--- config.mk ---
export PLATFORM = sky130hd
export DESIGN_NAME = alu_result_buffer
export DESIGN_NICKNAME = d
export VERILOG_FILES = /design/src/rtl/alu_pkg.sv /design/src/rtl/sync_fifo.sv /design/src/rtl/alu_result_buffer.sv
export SDC_FILE = /design/constraint.sdc
export NUM_CORES = 1
export LEC_CHECK = 0
export BUFFER_PORTS_ARGS = -buffer_cell sky130_fd_sc_hd__buf_2
export CORE_MARGIN = 10
export CORE_UTILIZATION = 51
export DETAILED_ROUTE_END_ITERATION = 8
export PLACE_DENSITY = 0.78
export SLEW_MARGIN = 15
export SYNTH_ARGS = -nofsm -noshare
export SYNTH_HDL_FRONTEND = slang
export SYNTH_HIERARCHICAL = 1
export SYNTH_SLANG_ARGS = --single-unit
--- constraint.sdc ---
create_clock -name clk -period 2.7 [get_ports clk]
set_clock_uncertainty 0.15 [all_clocks]
set_input_delay 0.27 -clock clk [delete_from_list [all_inputs] [get_ports clk]]
set_output_delay 0.27 -clock clk [all_outputs]
set_load 0.01 [all_outputs]
--- src/rtl/alu_pkg.sv ---
// Shared constants and types for the ALU result path: data width, flag bit
// positions and the packed layout of one buffered result entry.
package alu_pkg;

    localparam int DW     = 16;
    localparam int NFLAGS = 5;

    localparam int FLG_S  = 4;
    localparam int FLG_ZR = 3;
    localparam int FLG_CY = 2;
    localparam int FLG_P  = 1;
    localparam int FLG_V  = 0;

    typedef struct packed {
        logic [DW-1:0]     z;
        logic [NFLAGS-1:0] flags;
    } alu_entry_t;

    localparam int ENTRY_W = $bits(alu_entry_t);

endpackage

--- src/rtl/sync_fifo.sv ---
// Generic synchronous FIFO with registered occupancy count; ready/valid on
// both sides derive only from registered state, so there is no bypass path.
module sync_fifo #(
    parameter int WIDTH = 21,
    parameter int DEPTH = 4
) (
    input  logic                     clk,
    input  logic                     rst,
    input  logic                     push_valid,
    output logic                     push_ready,
    input  logic [WIDTH-1:0]         push_data,
    output logic                     pop_valid,
    input  logic                     pop_ready,
    output logic [WIDTH-1:0]         pop_data,
    output logic [$clog2(DEPTH):0]   count
);

    localparam int AW = $clog2(DEPTH);
    localparam logic [AW:0] FULL_CNT = (AW+1)'(DEPTH);

    logic [WIDTH-1:0] mem_q [DEPTH];
    logic [AW-1:0]    wr_ptr_q, wr_ptr_d;
    logic [AW-1:0]    rd_ptr_q, rd_ptr_d;
    logic [AW:0]      count_q, count_d;
    logic             push, pop;

    assign push_ready = (count_q != FULL_CNT);
    assign pop_valid  = (count_q != '0);
    assign push       = push_valid & push_ready;
    assign pop        = pop_valid & pop_ready;
    assign count      = count_q;

    // Empty head reads as zero so the outputs are defined right after reset.
    assign pop_data   = pop_valid ? mem_q[rd_ptr_q] : '0;

    always_comb begin
        wr_ptr_d = push ? wr_ptr_q + AW'(1) : wr_ptr_q;
        rd_ptr_d = pop  ? rd_ptr_q + AW'(1) : rd_ptr_q;
        count_d  = count_q;
        case ({push, pop})
            2'b10:   count_d = count_q + (AW+1)'(1);
            2'b01:   count_d = count_q - (AW+1)'(1);
            default: count_d = count_q;
        endcase
    end

    always_ff @(posedge clk) begin
        if (rst) begin
            wr_ptr_q <= '0;
            rd_ptr_q <= '0;
            count_q  <= '0;
        end else begin
            wr_ptr_q <= wr_ptr_d;
            rd_ptr_q <= rd_ptr_d;
            count_q  <= count_d;
        end
    end

    always_ff @(posedge clk) begin
        if (push && !rst) begin
            mem_q[wr_ptr_q] <= push_data;
        end
    end

endmodule

--- src/rtl/alu_result_buffer.sv ---
// Buffers ALU results and flags for the downstream consumer and keeps sticky
// carry/overflow status plus a saturating overflow-event counter.
module alu_result_buffer
    import alu_pkg::*;
#(
    parameter int DEPTH = 4,
    parameter int CNTW  = 8
) (
    input  logic                     clk,
    input  logic                     rst,
    input  logic                     in_valid,
    output logic                     in_ready,
    input  logic [DW-1:0]            in_Z,
    input  logic [NFLAGS-1:0]        in_flags,
    output logic                     out_valid,
    input  logic                     out_ready,
    output logic [DW-1:0]            out_Z,
    output logic [NFLAGS-1:0]        out_flags,
    output logic [$clog2(DEPTH):0]   count,
    input  logic                     clr_sticky,
    output logic                     sticky_CY,
    output logic                     sticky_V,
    output logic [CNTW-1:0]          v_count
);

    alu_entry_t       wr_entry, rd_entry;
    logic             push;
    logic             sticky_cy_q, sticky_cy_d;
    logic             sticky_v_q, sticky_v_d;
    logic [CNTW-1:0]  v_count_q, v_count_d;
    logic [CNTW-1:0]  v_base;

    assign wr_entry.z     = in_Z;
    assign wr_entry.flags = in_flags;
    assign push           = in_valid & in_ready;

    sync_fifo #(
        .WIDTH (ENTRY_W),
        .DEPTH (DEPTH)
    ) u_fifo (
        .clk        (clk),
        .rst        (rst),
        .push_valid (in_valid),
        .push_ready (in_ready),
        .push_data  (wr_entry),
        .pop_valid  (out_valid),
        .pop_ready  (out_ready),
        .pop_data   (rd_entry),
        .count      (count)
    );

    assign out_Z     = rd_entry.z;
    assign out_flags = rd_entry.flags;

    // A clear and a flagged push in the same cycle leave the new event set.
    always_comb begin
        sticky_cy_d = (clr_sticky ? 1'b0 : sticky_cy_q) | (push & in_flags[FLG_CY]);
        sticky_v_d  = (clr_sticky ? 1'b0 : sticky_v_q)  | (push & in_flags[FLG_V]);
        v_base      = clr_sticky ? '0 : v_count_q;
        v_count_d   = v_base;
        if (push && in_flags[FLG_V] && (v_base != '1)) begin
            v_count_d = v_base + CNTW'(1);
        end
    end

    always_ff @(posedge clk) begin
        if (rst) begin
            sticky_cy_q <= 1'b0;
            sticky_v_q  <= 1'b0;
            v_count_q   <= '0;
        end else begin
            sticky_cy_q <= sticky_cy_d;
            sticky_v_q  <= sticky_v_d;
            v_count_q   <= v_count_d;
        end
    end

    assign sticky_CY = sticky_cy_q;
    assign sticky_V  = sticky_v_q;
    assign v_count   = v_count_q;

endmodule
==> results of run 1 <==
[kinds of logic (layout without fill, tap and decap cells)]
family	Yosys count	after routing	synth area share, %
xor+xnor	3	3	0.632
flops	103	103	69.9
compound gates	19	19	2.77
buf+inv	20	119	2.02
fa+ha+maj	6	6	1.99
simple gates	68	68	10.5
mux	24	24	12.2
[area by class of cell]
cell class	instances	area (sq um)	share of cell area, %
clock buffer	10	128	2.54
clock inverter	6	46.3	0.921
inverter	11	41.3	0.821
multi-input combinational	120	1190	23.7
sequential	103	2900	57.8
tap	102	128	2.54
timing repair buffer	92	588	11.7
[worst paths after layout]
check / from / endpoint / slack (ps) / depth (start not counted)
setup reg to reg: u_fifo/count[1] / u_fifo/count[2] / 150 / 9
hold / removal: in_flags[0] / u_fifo/mem_q[2][0] / 40 / 1
hold reg to reg: u_fifo/rd_ptr_q[1] / flop / 350 / 2
setup / recovery: u_fifo/count[1] / u_fifo/count[2] / 150 / 9
[cells in the final DEF (no fill, tap or decap), types with 2 or more instances in the layout]
| cell type | instances |
|---|---|
| nor2_1 | 12 |
| dlygate4sd3_1 | 20 |
| buf_2 | 61 |
| and3_1 | 2 |
| o21ai_0 | 5 |
| mux4_2 | 21 |
| clkinvlp_4 | 3 |
| dfxtp_1 | 18 |
| ha_1 | 5 |
| nand2_1 | 4 |
| nor3_1 | 3 |
| inv_1 | 11 |
| clkbuf_8 | 9 |
| and2b_1 | 10 |
| nand2b_1 | 2 |
| buf_4 | 11 |
| nand3_1 | 5 |
| xor2_1 | 3 |
| nor3b_2 | 4 |
| nor2b_1 | 12 |
| nor3_2 | 2 |
| edfxtp_1 | 84 |
| a31oi_1 | 3 |
| or3_1 | 3 |
| a21oi_1 | 6 |
| mux2i_1 | 2 |
[timing repair]
| item | 4_1_cts | 5_1_grt |
|---|---|---|
| endpoints found under the hold margin | 80 | 0 |
| hold buffers | 20 | 0 |
| setup buffers | 0 | 0 |
[registers in the layout, indices dropped and copies added, names as in the netlist, named ones only]
signal,cells
u_fifo/count,3
u_fifo/mem_q,84
u_fifo/rd_ptr_q,2
sticky_CY,1
v_count,8
sticky_V,1
u_fifo/wr_ptr_q,2
[critical path: stages (launching register included)]
cell and delay (ps):
dfxtp_1 320, or3b_4 420, and2_4 190, inv_1 70, ha_1 190, inv_1 60, fa_1 370, xor2_1 150
or3_2 400, a21oi_1 150
[layer usage]
layer	global-route usage (%)	vias to the layer above	part of all wire, %
li1	-	1125	-
met1	16.1	1144	43
met2	21.9	58	49
met3	4.53	8	6.0
met4	3.85	0	1.1
met5	0	-	0
[cell usage after synthesis, drive strengths merged]
library cell	number
edfxtp	84
mux4	21
dfxtp	19
nor2	12
nor2b	12
inv	11
and2b	10
a21oi	6
clkbuf	6
ha	5
nand3	5
nor3	5
o21ai	5
nand2	4
nor3b	4
or3	4
a31oi	3
buf	3
xor2	3
and3	2
mux2i	2
nand2b	2
nand4	2
nor4	2
a2111oi	1
a21o	1
a32oi	1
and2	1
fa	1
mux2	1
nand4b	1
o211ai	1
o31ai	1
or2	1
or3b	1
[through the flow]
stage / utilization (%) / TNS [ps]
floorplan: - / -31720
global placement: 59.6 / 0
detailed placement: 59.6 / 0
CTS: 64.4 / 0
global route: 64.4 / 0
finish: 64.4 / 0
[power groups by stage]
stage | sequential [mW] | clock [mW] | combinational (mW)
floorplan | 1.93 | 0 | 0.831
global placement | 1.90 | 0 | 1.31
detailed placement | 1.91 | 0 | 1.32
CTS | 1.87 | 0.869 | 1.35
global route | 1.88 | 0.934 | 1.47
finish | 1.87 | 0.842 | 1.31
==> out/summary.log, run 1 <==
[setup_path] Setup crit end kind flop
[setup_path] data arrival at the endpoint of the critical path 2680 ps
[yosys] number of warnings reported in the yosys synthesis log 6
[flow_run] max_cap viols 0
[layout] fraction of final layout cells with drive strength greater than 1 35.1%
[yosys] unique cell type count in the Yosys netlist 40
[clock_network] Num Clock Sinks 103
[sta] endpoints failing setup 0
[sta] Pins Over Slew Limit 0
[global_routing] overall routing resource usage 13.2%
[routing] total vias in the final route 2335
[global_routing] initial antenna violation count 0
[floorplan] Cell Rows 32
[yosys] area share of the largest cell type after synthesis 60.7%
[pwr] power density over the cells 801 nW/um^2
[pwr] Net Switching 1.22 mW
[sta] maximum achievable frequency 393 MHz
[floorplan] die area 12200 sq um
[yosys] sequential-to-total area share from yosys stat 69.9%
[pwr] standby leakage power 1.86 nW
[yosys] cell type contributing the most total cell area after synthesis edfxtp_1
[clock_network] TritonCTS clock tree built
[routing] antenna-violating nets left 0
[clock_network] clock root cell clkbuf_8
[global_routing] maximum number of pins on one net before global-route repair 25
[pwr] switching portion of total power 30.2%
[pwr] internal power contribution 2.81 mW
[floorplan] boundary pin count 62
[routing] Post-route DRC 0
[routing] Detailed Route WL 7540 microns
[clock_network] H-tree depth 3
[sta] Worst slew margin 69.9%
[floorplan] height of the die 110 microns
[yosys] Syn Nets 275
[sta] Final Hold Fails 0
[placed_design] HPWL Detailed 4850 microns
[placed_design] worst slack after detailed placement 164 ps
[layout] Filler Cells Inserted 574
[routing] number of vias per cell after detailed routing 5.26
[routing] WL per Instance 17.0 microns
[layout] final cell count without fillers 444
[yosys] dominant cells by area after synthesis edfxtp_1 (61%), mux4_2 (11%), dfxtp_1 (9.2%), and2b_1 (1.8%), nor2b_1 (1.8%)
[pwr] peak ir drop on the vdd network 0.542 mV
[sta] RSZ-0062 raised after global routing false
[placed_design] Post-Place Cell Area 4650 sq um
[yosys] mapped cell area 4160 sq um
[yosys] synthesized instance count 243
[setup_path] maximum fanout along the worst path 5
[run_status] result of the run finished clean
[setup_path] kind of critical path flop to flop
[clock_network] latest clock arrival within the worst-skew pair 350 ps
[global_routing] wire length of the first global-routing pass 12300 microns
[sta] transition time at the pin with the least slew margin 451 ps
[placed_design] Routability Congestion 0.761
[sta] final cycle utilization of the critical path 94.3%
[pwr] proportion of power drawn by combinational gates 32.6%
[pwr] clock power share 20.9%
[layout] number of nets in the layout 369
[global_routing] via count of the first global-routing pass 2491
[pwr] fraction of power consumed by sequential logic 46.5%
[yosys] Avg Cell Area, Syn 17.1 sq um
[layout] Area growth, synth to finish 21.0%
[min_path] Min-Delay Path Class input pin to flop
[routing] Detailed Routing Iterations Pass 1 4
[routing] Initial DRC Count 104
[sta] final setup slack of the worst path 153 ps
[yosys] Seq cells post-synth 103
[placed_design] number of placed cells counting well taps 408
[floorplan] starting utilization of the core area 53.2%
[setup_path] Data required, critical path 2830 ps
[clock_network] Reg clk slew, reported paths 90 ps
[clock_network] buffer depth of the longest clock path 2
[layout] ANT cells 0
[floorplan] Die Width 110 microns
[sta] WHS 35.2 ps
[layout] Finished Cell Area 5030 sq um
[clock_network] quantity of gates resized following cts 0
[placed_design] count of port buffers added during placement 61
[floorplan] Floorplan Core Area 7810 sq um
[pwr] PnR Total Power 4.03 mW
[sta] clock period minus final worst setup slack 2550 ps
[global_routing] sum of overflow across all layers after global routing 0
[setup_path] Critical Path Source Type flop
[clock_network] cts bufs inserted 9
(Power assumes the default switching activity.)
==> inputs of run 2 (changes only) <==
--- a/config.mk
+++ b/config.mk
@@ -6,12 +6,10 @@
 export NUM_CORES = 1
 export LEC_CHECK = 0
 export BUFFER_PORTS_ARGS = -buffer_cell sky130_fd_sc_hd__buf_2
-export CORE_MARGIN = 10
-export CORE_UTILIZATION = 51
+export CORE_UTILIZATION = 30
 export DETAILED_ROUTE_END_ITERATION = 8
-export PLACE_DENSITY = 0.78
+export PLACE_DENSITY = 0.52
 export SLEW_MARGIN = 15
 export SYNTH_ARGS = -nofsm -noshare
 export SYNTH_HDL_FRONTEND = slang
-export SYNTH_HIERARCHICAL = 1
 export SYNTH_SLANG_ARGS = --single-unit
==> run 2 against run 1 <==
Compared with the run above:
- first-iteration DRC count is 11% lower
- total power increased by 8.6%
- clock power increased by 45%
- flip-flop and latch count unchanged
- synthesized cell count shrank 1.6%
- fmax grew 6.9%
- combinational power shrank 4%
- hold slack got worse by 25 ps
- largest power group unchanged
==> out/summary.log, run 2 <==
[yosys] compound-cell area share of the yosys netlist 2.98%
[setup_path] maximum fanout along the worst path 5
[pwr] power density over the cells 858 nW/um^2
[layout] number of nets in the layout 357
[routing] Detailed Routing Iterations Pass 1 4
[placed_design] Routability Congestion 0.686
[routing] Initial DRC Count 93
[sta] maximum achievable frequency 420 MHz
[setup_path] kind of critical path flop to flop
[yosys] Async SR Flop Fraction 0%
[clock_network] TritonCTS clock tree built
[floorplan] Floorplan Core Area 13300 sq um
[layout] Filler Cells Inserted 1276
[clock_network] Num Clock Sinks 103
[floorplan] die area 14200 sq um
[layout] final cell count without fillers 505
[pwr] PnR Total Power 4.37 mW
[yosys] number of enable flip-flop cells after synthesis 84
[layout] ANT cells 0
[yosys] main combinational cell family by area after synthesis multiplexers
[yosys] prevailing post-synth register cell edfxtp_1
[clock_network] cts bufs inserted 9
[global_routing] via count of the first global-routing pass 2263
[sta] Pins Over Slew Limit 0
[yosys] dominant cell by count in the synthesized netlist edfxtp_1
[yosys] synthesized instance count 239
[layout] highest-count cells in the layout ignoring fill and taps edfxtp_1 (84), buf_2 (61), and2_1 (26)
[sta] final cycle utilization of the critical path 88.2%
[setup_path] Critical Path Source Type flop
[layout] most common library cell in the layout ignoring fill and taps edfxtp_1
[min_path] Min-Delay Path Class input pin to flop
[global_routing] maximum number of pins on one net before global-route repair 24
[yosys] dominant cells by area after synthesis edfxtp_1 (61%), mux4_2 (11%), dfxtp_1 (9.2%), and2_1 (4.0%), ha_1 (1.8%)
[pwr] proportion of power drawn by combinational gates 28.9%
[yosys] Syn Nets 272
[sta] Final Hold Fails 0
[clock_network] buffer depth of the longest clock path 2
[placed_design] count of port buffers added during placement 61
[sta] RSZ-0062 raised after global routing false
[floorplan] Die Width 119 microns
[yosys] Seq cells post-synth 103
[pwr] switching portion of total power 29.3%
[yosys] adder-cell share of the synthesized area 2.31%
[pwr] peak ir drop on the vdd network 0.464 mV
[yosys] Avg Cell Area, Syn 17.2 sq um
[pwr] standby leakage power 1.80 nW
[sta] clock period minus final worst setup slack 2380 ps
[yosys] Post-Synth Simple-Gate Area 8.96%
[clock_network] clock root cell clkbuf_16
[setup_path] data arrival at the endpoint of the critical path 2510 ps
[clock_network] Reg clk slew, reported paths 70 ps
[yosys] cell type contributing the most total cell area after synthesis edfxtp_1
[pwr] fraction of power consumed by sequential logic 43.2%
[yosys] most common library cells after synthesis edfxtp_1 (84), and2_1 (26), mux4_2 (21), dfxtp_1 (19), nor2_1 (14)
[global_routing] initial antenna violation count 0
[placed_design] number of placed cells counting well taps 474
[sta] endpoints failing setup 0
[placed_design] HPWL Detailed 4700 microns
[layout] Area growth, synth to finish 23.7%
[global_routing] sum of overflow across all layers after global routing 0
[yosys] area share of the largest cell type after synthesis 61.3%
[yosys] number of warnings reported in the yosys synthesis log 0
[routing] WL per Instance 15.0 microns
[layout] area occupied by multi-input gates 1130 sq um
[routing] number of vias per cell after detailed routing 4.40
[layout] fraction of final layout cells with drive strength greater than 1 33.1%
[floorplan] starting utilization of the core area 31.0%
[layout] Finished Cell Area 5090 sq um
[layout] flip-flop count of the largest register, all copies and words added 84
[flow_run] max_cap viols 0
[sta] Worst slew margin 65.8%
[floorplan] Cell Rows 42
[pwr] internal power contribution 3.09 mW
[pwr] Net Switching 1.28 mW
[setup_path] Data required, critical path 2820 ps
[yosys] unique cell type count in the Yosys netlist 32
[layout] sequential cell area 2900 sq um
[yosys] xor and xnor area share after synthesis 1.28%
[run_status] result of the run finished clean
[routing] Post-route DRC 0
[clock_network] H-tree depth 3
[clock_network] quantity of gates resized following cts 0
[yosys] sequential-to-total area share from yosys stat 70.5%
[sta] sum of negative setup slack 0 ps
[setup_path] Setup crit end kind flop
[routing] antenna-violating nets left 0
[clock_network] latest clock arrival within the worst-skew pair 340 ps
[yosys] mapped cell area 4120 sq um
[sta] transition time at the pin with the least slew margin 514 ps
[floorplan] height of the die 119 microns
[placed_design] Post-Place Cell Area 4660 sq um
[floorplan] boundary pin count 62
[global_routing] overall routing resource usage 11.5%
[layout] Reg with most FFs u_fifo.mem_q
[yosys] multiplexer share of the synthesized area 12.0%
[routing] total vias in the final route 2224
[pwr] clock power share 27.9%
[global_routing] wire length of the first global-routing pass 12100 microns
[routing] Detailed Route WL 7570 microns
run 2: cell types whose count changed after synthesis, moves of 3 or more:
| cell | change |
|---|---|
| a21boi_1 | +4 |
| a31oi_1 | -3 |
| and2_1 | +26 |
| and2b_1 | -10 |
| inv_1 | -4 |
| nor2b_1 | -9 |
| nor3_1 | -4 |
| nor3b_1 | -4 |
run 2: metal layers:
| metal | wire length (microns) | vias up | GRT usage, % | part of all wire [%] |
|---|---|---|---|---|
| li1 | - | 1088 | - | - |
| met1 | 3430 | 1082 | 14.3 | 45 |
| met2 | 3700 | 42 | 18.9 | 49 |
| met3 | 288 | 12 | 2.25 | 3.8 |
| met4 | 152 | 0 | 5.93 | 2.0 |
| met5 | 0 | - | 0 | 0 |
run 2: layout make-up:
class,instances,area share [%]
Inverter,7,0.516
Clock buffer,9,4.42
Clock inverter,7,1.08
Timing Repair Buffer,84,10.4
Sequential cell,103,57.0
Tap cell,176,4.32
Multi-Input combinational cell,119,22.3
run 2: worst paths after layout:
| check | endpoint | cells after the start | slack, ps | from |
|---|---|---|---|---|
| min reg2reg | sticky_CY | 2 | 350 | sticky_CY |
| min | u_fifo.mem_q[0][10] | 1 | 10 | in_Z[5] |
| max | u_fifo.count[2] | 8 | 320 | u_fifo.count[0] |
| max reg2reg | u_fifo.count[2] | 8 | 320 | u_fifo.count[0] |
run 2: cells by family after synthesis:
kind of cell | Yosys count
adders and majority gates | 7
and+or+nand+nor | 65
xor gates and xnor gates | 6
AOI/OAI and AO/OA | 18
muxes | 23
buffers and inverters | 17
DFF | 103
run 2: power by group through the flow:
| stage | Sequential (mW) | Clock [mW] | Combinational (mW) |
|---|---|---|---|
| 5_1_grt | 1.90 | 1.31 | 1.40 |
| 6_report | 1.89 | 1.22 | 1.26 |
| 2_1_floorplan | 1.93 | 0 | 0.803 |
| 4_1_cts | 1.89 | 1.26 | 1.31 |
| 3_3_place_gp | 1.92 | 0 | 1.28 |
| 3_5_place_dp | 1.93 | 0 | 1.29 |
run 2: critical path, stage by stage, from the launching register on:
cell     delay [ps]
dfxtp_1         350
or3b_1          410
nand2_1         160
ha_1            210
inv_1            70
fa_1            380
xor2_1          160
or3_1           300
a21oi_1         140
run 2: metrics by stage:
step | utilization (%) | hold WS, ps | worst slack [ps]
floorplan | - | 219 | 297
global placement | 35.1 | 315 | 401
detailed placement | 35.1 | 334 | 327
CTS | 38.3 | 0.0260 | 313
global route | 38.3 | 2.23 | 211
finish | 38.3 | 10.7 | 317
run 2: repair_timing:
action / in CTS / in global routing
hold buffers: 15 / 0
hold endpoints to repair: 60 / 0
setup buffers: 0 / 0
==> inputs of run 3 (changes only) <==
--- a/config.mk
+++ b/config.mk
@@ -6,9 +6,9 @@
 export NUM_CORES = 1
 export LEC_CHECK = 0
 export BUFFER_PORTS_ARGS = -buffer_cell sky130_fd_sc_hd__buf_2
-export CORE_UTILIZATION = 30
+export CORE_UTILIZATION = 35
 export DETAILED_ROUTE_END_ITERATION = 8
-export PLACE_DENSITY = 0.52
+export PLACE_DENSITY = 0.58
 export SLEW_MARGIN = 15
 export SYNTH_ARGS = -nofsm -noshare
 export SYNTH_HDL_FRONTEND = slang
==> run 3 against run 2 <==
Compared with the run above:
- total power rose by 1.8%
- hold slack better by 32 ps
- critical path depth did not move
- register-to-register slack about the same
- sequential share of layout area stayed put
- non-clock buffer count grew 1
- combinational power shrank 3%
- final cell count shrank 6.3%
- first-iteration DRC count increased by 4.3%
- sequential power hardly changed
- utilization rose by 6.3 points
- count of clock-buffer cells in the layout unchanged
- largest power group unchanged
==> out/summary.log, run 3 (synthesis results as in run 2) <==
[run_status] result of the run finished clean
[clock_network] Num Clock Sinks 103
[routing] total vias in the final route 2236
[setup_path] Worst R2R Start u_fifo.count[2]
[pwr] proportion of power drawn by combinational gates 27.4%
[sta] RSZ-0062 raised after global routing false
[floorplan] die area 12200 sq um
[global_routing] via count of the first global-routing pass 2295
[global_routing] initial antenna violation count 0
[placed_design] count of port buffers added during placement 61
[layout] highest-count cells in the layout ignoring fill and taps edfxtp_1 (84), buf_2 (61), and2_1 (25)
[placed_design] Routability Congestion 0.763
[routing] Detailed Route WL 7270 microns
[layout] number of nets in the layout 358
[pwr] internal power contribution 3.17 mW
[sta] final setup slack of the worst path 312 ps
[routing] Post-route DRC 0
[setup_path] R2R setup slack 310 ps
[setup_path] endpoint of the most critical register-to-register path u_fifo.count[2]
[sta] Final Hold Fails 0
[sta] sum of negative setup slack 0 ps
[pwr] Net Switching 1.27 mW
[routing] antenna-violating nets left 0
[layout] Filler Cells Inserted 1062
[clock_network] TritonCTS clock tree built
[floorplan] Floorplan Core Area 11400 sq um
[setup_path] Setup crit end kind flop
[placed_design] worst slack after detailed placement 347 ps
[layout] most common library cell in the layout ignoring fill and taps edfxtp_1
[clock_network] buffer depth of the longest clock path 2
[placed_design] HPWL Detailed 4440 microns
[floorplan] Die Width 110 microns
[routing] number of vias per cell after detailed routing 4.73
[setup_path] number of cell instances on the worst register-to-register path 8
[pwr] clock power share 30.1%
[layout] Area growth, synth to finish 23.7%
[layout] fraction of final layout cells with drive strength greater than 1 32.4%
[clock_network] latest clock arrival within the worst-skew pair 340 ps
[layout] flip-flop count of the largest register, all copies and words added 84
[pwr] peak ir drop on the vdd network 0.502 mV
[sta] Worst slew margin 26.1%
[clock_network] Reg clk slew, reported paths 70 ps
[pwr] standby leakage power 1.81 nW
[layout] Reg with most FFs u_fifo.mem_q
[clock_network] quantity of gates resized following cts 0
[sta] Pins Over Slew Limit 0
[setup_path] data arrival at the endpoint of the critical path 2520 ps
[global_routing] overall routing resource usage 12.8%
[clock_network] clock root cell clkbuf_16
[setup_path] Critical path origin u_fifo.count[2]
[pwr] power density over the cells 873 nW/um^2
[layout] ANT cells 0
[routing] Detailed Routing Iterations Pass 1 4
[setup_path] CP max stage cell or3b_1
[floorplan] boundary pin count 62
[layout] final core occ 44.6%
[clock_network] Post-CTS Setup Inserts 0
[setup_path] timing endpoint of the critical path u_fifo.count[2]
[global_routing] sum of overflow across all layers after global routing 0
[setup_path] maximum fanout along the worst path 5
[flow_run] max_cap viols 0
[min_path] Min-Delay Path Class input pin to flop
[setup_path] kind of critical path flop to flop
[floorplan] height of the die 110 microns
[sta] final cycle utilization of the critical path 88.5%
[floorplan] Cell Rows 39
[setup_path] Critical Path Source Type flop
[clock_network] H-tree depth 3
[global_routing] maximum number of pins on one net before global-route repair 24
[routing] Initial DRC Count 97
[sta] maximum achievable frequency 419 MHz
[setup_path] sequence of cells on the critical path or3b_1 -> nand2_1 -> ha_1 -> inv_1 -> fa_1 -> xor2_1 -> or3_1 -> a21oi_1
[clock_network] cts bufs inserted 9
[pwr] switching portion of total power 28.6%
[sta] clock period minus final worst setup slack 2390 ps
[global_routing] wire length of the first global-routing pass 12000 microns
[pwr] fraction of power consumed by sequential logic 42.4%
[setup_path] Data required, critical path 2830 ps
[routing] WL per Instance 15.4 microns
[floorplan] starting utilization of the core area 36.1%
[sta] transition time at the pin with the least slew margin 1110 ps
[sta] endpoints failing setup 0
[setup_path] CP peak stage delay 390 ps
[run 3: cell types whose count changed in the layout (fill, tap and decap cells not counted)]
cell,previous run,this run
and2_2,0,1
buf_4,7,5
dlygate4sd3_1,15,19
clkinv_8,0,1
clkinv_2,1,0
inv_6,2,1
buf_12,1,0
bufinv_16,0,1
and2_1,26,25
clkinv_4,2,1
inv_8,1,2
[run 3: worst max-delay path, delay by kind of cell (launching register included)]
family | cells | cell delay, ps
compound gates | 1 | 140
xor+xnor | 1 | 160
fa+ha+maj | 2 | 570
buf+inv | 1 | 60
flops | 1 | 380
simple gates | 3 | 860
[run 3: cell type report]
class / instances / area (sq um) / share of cell area [%]
flip-flops and latches: 103 / 2900 / 57.0
clock inverters: 7 / 90.1 / 1.77
well taps: 143 / 179 / 3.51
clock buffers: 9 / 225 / 4.42
multi-input cells: 119 / 1130 / 22.3
inverters: 7 / 26.3 / 0.516
repair buffers: 85 / 533 / 10.5
[run 3: power groups by stage]
| stage | clock (mW) | combinational, mW | sequential, mW |
|---|---|---|---|
| after detailed placement | 0 | 1.23 | 1.92 |
| after global placement | 0 | 1.22 | 1.92 |
| final | 1.34 | 1.22 | 1.89 |
| after CTS | 1.38 | 1.26 | 1.89 |
| after floorplan | 0 | 0.803 | 1.93 |
| after global routing | 1.44 | 1.35 | 1.90 |
[run 3: per-layer routing]
layer,up-vias,track usage [%],routed length [microns]
met1,1094,16.6,3370
li1,1088,-,-
met5,-,0,0
met3,12,2.85,244
met4,0,6.40,153
met2,42,20.3,3500
[run 3: timing repair]
action,CTS,global route
hold endpoints to repair,75,0
hold buffers,19,0
endpoints found under the setup margin,0,0
[run 3: stage by stage]
| stage | total power [mW] | std cells | area (sq um) | hold slack (ps) |
|---|---|---|---|---|
| global placement | 3.14 | 438 | 4590 | 313 |
| floorplan | 2.73 | 239 | 4120 | 219 |
| finish | 4.45 | 473 | 5090 | 42.4 |
| global route | 4.69 | 473 | 5090 | 38.3 |
| CTS | 4.52 | 473 | 5090 | 39.1 |
| detailed placement | 3.15 | 438 | 4590 | 325 |
[run 3: worst min-delay path by stage]
stage	startpoint	endpoint	slack [ps]	cells after the start
3_3_place_gp	sticky_V	sticky_V	310	2
3_5_place_dp	sticky_V	sticky_V	320	2
2_1_floorplan	in_flags[0]	u_fifo.mem_q[0][0]	220	0
4_1_cts	in_flags[2]	u_fifo.mem_q[3][2]	40	1
6_report	in_flags[2]	u_fifo.mem_q[2][2]	40	1
5_1_grt	in_flags[2]	u_fifo.mem_q[2][2]	40	1
